<file path="src/rtl/alu_sequencer.sv">
// Multi-cycle ALU sequencer: queues {op, rs1, rs2, rd} instructions and steps
// each through READ -> EXEC -> WRITE against an external register file and ALU.
module alu_sequencer #(
  parameter int DATA_WIDTH  = 32,
  parameter int ADDR_WIDTH  = 5,
  parameter int QUEUE_DEPTH = 4
) (
  input  logic                  clk,
  input  logic                  rst_n,
  input  logic                  instr_valid,
  output logic                  instr_ready,
  input  logic [1:0]            instr_op,
  input  logic [ADDR_WIDTH-1:0] instr_rs1,
  input  logic [ADDR_WIDTH-1:0] instr_rs2,
  input  logic [ADDR_WIDTH-1:0] instr_rd,
  output logic [ADDR_WIDTH-1:0] rf_rd_addr1,
  output logic [ADDR_WIDTH-1:0] rf_rd_addr2,
  input  logic [DATA_WIDTH-1:0] rf_rd_data1,
  input  logic [DATA_WIDTH-1:0] rf_rd_data2,
  output logic [1:0]            alu_sel,
  output logic [DATA_WIDTH-1:0] alu_a,
  output logic [DATA_WIDTH-1:0] alu_b,
  input  logic [DATA_WIDTH-1:0] alu_result,
  output logic                  rf_wr_en,
  output logic [ADDR_WIDTH-1:0] rf_wr_addr,
  output logic [DATA_WIDTH-1:0] rf_wr_data,
  output logic                  busy,
  output logic                  done,
  output logic [15:0]           retired_count
);
  localparam int PW = $clog2(QUEUE_DEPTH);

  typedef struct packed {
    logic [1:0]            op;
    logic [ADDR_WIDTH-1:0] rs1;
    logic [ADDR_WIDTH-1:0] rs2;
    logic [ADDR_WIDTH-1:0] rd;
  } instr_t;

  typedef enum logic [1:0] {IDLE, READ, EXEC, WRITE} state_t;

  instr_t                r_mem [QUEUE_DEPTH];
  logic [PW-1:0]         r_wptr, r_rptr;
  logic [PW:0]           r_occ;
  state_t                r_state;
  logic [ADDR_WIDTH-1:0] r_rd_addr1, r_rd_addr2;
  logic [1:0]            r_alu_sel;
  logic [DATA_WIDTH-1:0] r_alu_a, r_alu_b;
  logic                  r_wr_en, r_done;
  logic [ADDR_WIDTH-1:0] r_wr_addr;
  logic [DATA_WIDTH-1:0] r_wr_data;
  logic [15:0]           r_retired;

  instr_t                w_in, w_head;
  logic                  w_push, w_pop;
  logic [PW:0]           w_occ_nxt;

  assign w_in        = '{op: instr_op, rs1: instr_rs1, rs2: instr_rs2, rd: instr_rd};
  assign w_head      = r_mem[r_rptr];
  assign instr_ready = r_occ < (PW+1)'(QUEUE_DEPTH);
  assign w_push      = instr_valid & instr_ready;
  assign w_pop       = (r_state == WRITE);
  assign w_occ_nxt   = r_occ + (PW+1)'(w_push) - (PW+1)'(w_pop);

  // Read addresses follow the head live in READ so an entry pushed on the
  // same edge that re-enters READ is picked up without a bypass path.
  assign rf_rd_addr1   = (r_state == READ) ? w_head.rs1 : r_rd_addr1;
  assign rf_rd_addr2   = (r_state == READ) ? w_head.rs2 : r_rd_addr2;
  assign alu_sel       = r_alu_sel;
  assign alu_a         = r_alu_a;
  assign alu_b         = r_alu_b;
  assign rf_wr_en      = r_wr_en;
  assign rf_wr_addr    = r_wr_addr;
  assign rf_wr_data    = r_wr_data;
  assign done          = r_done;
  assign retired_count = r_retired;
  assign busy          = (r_state != IDLE) || (r_occ != '0);

  always_ff @(posedge clk) begin
    if (rst_n && w_push) r_mem[r_wptr] <= w_in;
  end

  always_ff @(posedge clk) begin
    if (!rst_n) begin
      r_state    <= IDLE;
      r_wptr     <= '0;
      r_rptr     <= '0;
      r_occ      <= '0;
      r_rd_addr1 <= '0;
      r_rd_addr2 <= '0;
      r_alu_sel  <= '0;
      r_alu_a    <= '0;
      r_alu_b    <= '0;
      r_wr_en    <= 1'b0;
      r_done     <= 1'b0;
      r_wr_addr  <= '0;
      r_wr_data  <= '0;
      r_retired  <= '0;
    end else begin
      if (w_push) r_wptr <= r_wptr + PW'(1);
      if (w_pop)  r_rptr <= r_rptr + PW'(1);
      r_occ <= w_occ_nxt;
      case (r_state)
        IDLE: if (r_occ != '0) r_state <= READ;
        READ: begin
          r_rd_addr1 <= w_head.rs1;
          r_rd_addr2 <= w_head.rs2;
          r_alu_a    <= rf_rd_data1;
          r_alu_b    <= rf_rd_data2;
          r_alu_sel  <= w_head.op;
          r_state    <= EXEC;
        end
        EXEC: begin
          r_wr_data <= alu_result;
          r_wr_addr <= w_head.rd;
          r_wr_en   <= 1'b1;
          r_done    <= 1'b1;
          r_state   <= WRITE;
        end
        WRITE: begin
          r_wr_en   <= 1'b0;
          r_done    <= 1'b0;
          r_retired <= r_retired + 16'd1;
          r_state   <= (w_occ_nxt != '0) ? READ : IDLE;
        end
        default: r_state <= IDLE;
      endcase
    end
  end
endmodule

</file>
<file path="config.mk">
export PLATFORM = sky130hd
export DESIGN_NAME = alu_sequencer
export DESIGN_NICKNAME = d
export VERILOG_FILES = /design/src/rtl/alu_sequencer.sv
export SDC_FILE = /design/constraint.sdc
export NUM_CORES = 1
export LEC_CHECK = 0
export ABC_AREA = 0
export BUFFER_PORTS_ARGS = -buffer_cell sky130_fd_sc_hd__buf_2
export CAP_MARGIN = 20
export CELL_PAD_IN_SITES_DETAIL_PLACEMENT = 0
export CELL_PAD_IN_SITES_GLOBAL_PLACEMENT = 1
export CORE_MARGIN = 5
export CORE_UTILIZATION = 43
export CTS_CLUSTER_SIZE = 8
export DETAILED_ROUTE_END_ITERATION = 16
export GPL_TIMING_DRIVEN = 0
export HOLD_SLACK_MARGIN = 0.06
export PLACE_DENSITY = 0.87
export RECOVER_POWER = 50
export SLEW_MARGIN = 20
export SYNTH_ARGS = -nofsm -noshare
export SYNTH_HDL_FRONTEND = slang
export SYNTH_SLANG_ARGS = --single-unit
</file>
<file path="constraint.sdc">
create_clock -name clk -period 3.6 [get_ports clk]
set_input_delay 0.72 -clock clk [delete_from_list [all_inputs] [get_ports clk]]
set_output_delay 0.72 -clock clk [all_outputs]
set_load 0.02 [all_outputs]
</file>
Yosys cells after proc, flatten, opt, wreduce, memory -nomap -nowiden
Memories as Yosys holds them, arrays and structs flattened. A register that Yosys moved wholly into a read port is not among the register bits.
Index checks and enable logic that the tools add are counted.
{"block": "totals", "ff_bits": 139, "ramBits": 68, "elab_cells": 42, "memories": 1}
{"memory": "r_mem", "depth": 4, "word_bits": 17, "read_ports": 1, "rd_ports_with_merged_regs": 1, "wr": 1, "line_no": "42", "text": "instr_t r_mem [QUEUE_DEPTH];"}
{"block": "op_classes", "addsub": 5, "n_lt_le_gt_ge": 1, "eq_ne": 4, "muxes": 10, "bitwise_logic": 1, "reduce_logical": 7}
{"cell": "$add A16 B1 Y16 const B", "count": 1}
{"cell": "$mux W5", "count": 2}
{"cell": "$pmux W2 S4", "count": 1}
{"cell": "$mux W2", "count": 3}
{"cell": "$reduce_bool A3 Y1", "count": 2}
{"cell": "$add A2 B1 Y2 const B", "count": 2}
{"cell": "$eq A2 B2 Y1 const B", "count": 2}
{"cell": "$reduce_bool A2 Y1", "count": 2}
{"cell": "$add A3 B1 Y3", "count": 1}
{"cell": "$lt A3 B3 Y1 const B", "count": 1}
{"cell": "$mux W1", "count": 3}
{"cell": "$sub A3 B1 Y3", "count": 1}
{"cell": "$eq A2 B1 Y1 const B", "count": 1}
{"cell": "$logic_not A2 Y1", "count": 1}
{"cell": "$ne A2 B2 Y1 const B", "count": 1}
{"cell": "$pmux W1 S2", "count": 1}
{"cell": "$and A1 B1 Y1", "count": 1}
{"cell": "$logic_and A1 B1 Y1", "count": 1}
{"cell": "$logic_or A1 B1 Y1", "count": 1}

Longest topological paths before layout
{"block": "logic_depth", "ltp_word": 7, "depth_mapped": 8}

Worst setup path after synthesis
No wires, ideal clock.
{"block": "synth_timing", "kind": "input to register", "from": "input port instr_valid", "to": "register r_state[0]", "setup_time_ps": 122, "arrival_time_ps": 2347, "required_ps": 3478, "slack_ps": 1131, "path_stages": 8, "cell_sequence": "nor2b_1 clkbuf_1 xor2_1 ha_1 fa_1 xnor3_1 o31ai_1 a21oi_1"}
{"block": "synth_between", "elab_chain_len": 6}
{"element": "start, declared", "line_no": "10", "text": "input logic instr_valid,"}
{"element": "$and A1 B1 Y1", "line_no": "61", "text": "assign w_push = instr_valid & instr_ready;"}
{"element": "$add A3 B1 Y3", "line_no": "63", "text": "assign w_occ_nxt = r_occ + (PW+1)'(w_push) - (PW+1)'(w_pop);"}
{"element": "$sub A3 B1 Y3", "line_no": "63"}
{"element": "$reduce_bool A3 Y1", "line_no": "124", "text": "r_state <= (w_occ_nxt != '0) ? READ : IDLE;"}
{"element": "$mux W1", "line_no": "124"}
{"element": "$pmux W2 S4", "line_no": "103", "text": "case (r_state)"}
{"element": "end signal, assigned", "line_no": "124"}
{"element": "end, declared", "line_no": "45", "text": "state_t r_state;"}
Every way passes these cells.
A chain may end at the register's enable or synchronous reset.

Final worst setup path
{"block": "layout_timing", "from": "register r_state[1]", "to": "output port rf_rd_addr2[0]"}
{"block": "layout_between", "elab_chain_len": 2}
{"element": "$eq A2 B1 Y1", "line_no": "68", "text": "assign rf_rd_addr2 = (r_state == READ) ? w_head.rs2 : r_rd_addr2;"}
{"element": "$mux W5"}
{"element": "end, declared", "line_no": "17", "text": "output logic [ADDR_WIDTH-1:0] rf_rd_addr2,"}
Every way passes these cells.

==> metrics.md <==
| Metric | Value |
|---|---|
| Run status | complete, no violations |
| Clock skew | 0.0142 ns |
| Syn Inst Count | 610 |
| Top cells by count, synth | dfxtp_1 (141), nor2_1 (114), mux2i_1 (109) |
| Synthesized area | about 0.0079 mm² |
| CTS tree | yes |
| Seq/Total Area, Yosys | 0.615 |
| Core ar. | between 0.015 and 0.02 mm² |
| Max-slew headroom | 0.349 |
| Fin crit share | 0.888 |
| Area of the multi-input gates | 0.00281 mm² |
| LEAKAGE | between 3 and 4 nW |
| Avg Inst Size Synth | 13.0 µm² |
| Crit Path Max Fanout | 10 |
| Worst-path clk slew | 0.06 ns |
| CP Class | flip-flop to output port |
| Routability Congestion | 0.758 |
| Syn_nets | 739 |
| Die height | 146 µm |
| Sw power | 2.34 mW |
| Hold-fix buffers, CTS | 0 |
| Yosys warns | 0 |
| Post-DR wirelength/cell | 16.7 µm |
| Die Wd | 146 µm |
| Root buf cell | clkbuf_16 |
| Post-synth EDFFs | slightly below 70 |
| Drt drc | 0 |
| Initial Util | 0.438 |
| Vias in the first global route | 5,488 |
| Yosys cell types | 37 |
| Area growth from synthesis to layout | 27.7% |
| Initial antenna violation count | 0 |
| Buffer depth of the longest clock path | 3 |
| DR iter-0 viols | 178 |
| Crit path launch type | flip-flop |
| F_max | 313 MHz |
| Setup violators final | 0 |
| Fin Setup TNS | 0 ns |
| Maximum vdd drop | 0.000551 V |
| Vias per std cell | 4.85 |
| Post-layout min period | 3.20 ns |
| Routed Antenna Nets | 0 |
| Synth area leaders | dfxtp_1 (36%), edfxtp_1 (26%), mux2i_1 (14%), nor2_1 (5.4%), mux4_1 (4.7%) |
| Internal power | 5.09 mW |
| Hold Path Class | primary input to flip-flop |
| H-tree depth | 1 |
| Resize count post-CTS | 0 |
| Register Area | a little under 0.005 mm² |
| R2r setup slk | 1.02 ns |
| Vias | around 5.5k |
| Count leader, synth | dfxtp_1 |
| Setup WS post-layout | 0.403 ns |
| Ys async rst share | 0 |
| Cts bufs inserted | 30 |
| Critical path endpoint category | output port |
| Fillers | between 1.5k and 2k |
| Antenna Cells | 0 |
| Synth Flop Type | dfxtp_1 |
| Fraction of layout cells with a size suffix above 1 | 0.184 |
| Nets | 1,018 |
| Critical Path AT | 2.48 ns |
| Tot GR Track Use | 0.169 |
| Routed WL | 18,900 µm |
| PwrDens | 736 mW/mm² |
| Fin. max-slew vios | 0 |
| Pre-CTS setup slack | 0.701 ns |
| #FFs+latches synth | 209 |
| CP required | 2.88 ns |
| Sink Count | 209 |
| Cell taking the most area after synthesis | dfxtp_1 |
| Clock power share | 0.330 |
| RSZ-0062 raised after global routing | false |
| Worst skew pair latency | about 0.54 ns |
| Row Count | 49 |
| HPWL Detailed | around 13,000 µm |
| Comb power frac | 0.273 |
| Total gr overflow | 0 |
| Final hold viol count | 0 |
| Die area | around 0.021 mm² |
| Setup Buffers After CTS | 0 |
| Area share of the largest cell type after synthesis | 0.357 |
| Largest net degree at the start of global routing | 18 |
| Sw frac | 0.314 |
| PortBufs | 247 |
| Register share of total power | 0.396 |
| Max Cap Viol | 0 |
| First-pass GRT wire length | 29,400 µm |
| I/O Pins | approximately 250 |
| Drt first pass iters | 4 |
| Final Cell Area | 0.0101 mm² |
| Worst-Margin Slew | 0.977 ns |
| Placed Area | 0.00943 mm² |
## layout by cell type, fill, tap and decap left out, types with 5 or more instances in the layout
master,synthesis,final
a21oi_1,9,9
and2_1,13,13
buf_2,12,123
clkbuf_1,24,172
clkbuf_16,0,30
dfxtp_1,141,141
edfxtp_1,68,68
ha_1,12,12
inv_1,9,9
mux2_1,0,5
mux2i_1,109,109
mux4_1,14,14
nand2_1,12,12
nand2b_1,5,5
nand4_1,5,5
nor2_1,114,114
o21ai_0,5,5
o31ai_1,5,5
xor2_1,6,6
## worst max-delay path, stage by stage (launching register included)
cell	delay, ns
dfxtp_1	0.36
inv_1	0.12
ha_1	0.14
clkbuf_1	0.19
clkbuf_1	0.53
mux2_1	0.42
buf_2	0.17
## power groups by stage
stage	Clock, mW	Sequential [mW]	Combinational [mW]
floorplan	0	3.24	1.21
global placement	0	2.96	2.10
detailed placement	0	2.98	2.13
CTS	2.52	2.94	2.14
global route	2.62	2.98	2.22
finish	2.45	2.94	2.03
## final timing paths
path                                         from                 to  depth (start not counted)
worst max register to register         r_state[1]         r_state[0]                          8
worst min register to register  retired_count[15]  retired_count[15]                          2
worst max-delay path                   r_state[1]     rf_rd_addr2[0]                          6
worst min-delay path              rf_rd_data1[28]          alu_a[28]                          3
## layer usage
metal | up-vias | track usage | part of all wire
met5 | - | 0 | 0
met4 | 0 | 0.0378 | 0.017
met3 | 27 | 0.0452 | 0.066
met2 | 165 | 0.305 | 0.51
met1 | 2586 | 0.202 | 0.41
li1 | 2701 | - | -
## kinds of logic after synthesis
family                     after synthesis  synth area share
AOI/OAI and AO/OA                       21            0.0160
xor gates and xnor gates                11            0.0139
adders and majority gates               13            0.0215
buffers and inverters                   49            0.0287
DFF                                    209             0.615
muxes                                  136             0.209
and+or+nand+nor                        171            0.0956
## flip-flops by register name, summed over array words and instances, names as in the netlist, named ones only
register / count
r_rptr: 2
alu_b: 32
r_state: 2
r_rd_addr2: 5
r_occ: 3
done: 1
retired_count: 16
r_wptr: 2
alu_a: 32
rf_wr_data: 32
r_rd_addr1: 5
rf_wr_addr: 5
alu_sel: 2
r_mem: 68
## layout make-up
cell class,count,share of cell area
Clock inverter,2,0.00384
Sequential cell,209,0.482
Tap cell,229,0.0284
Buffer,39,0.0182
Inverter,10,0.00372
Timing Repair Buffer,247,0.106
Multi-Input combinational cell,352,0.279
Clock buffer,42,0.0789
## stage by stage
stage               utilization  hold WS [ns]  std cells  power (mW)
CTS                       0.569         0.372       1130        7.59
floorplan                     -         0.492        610        4.46
global route              0.560         0.418       1130        7.83
global placement          0.523         0.457       1086        5.07
detailed placement        0.523         0.463       1086        5.10
finish                    0.560         0.413       1130        7.43
No activity file was read; power rests on OpenSTA's default activity.
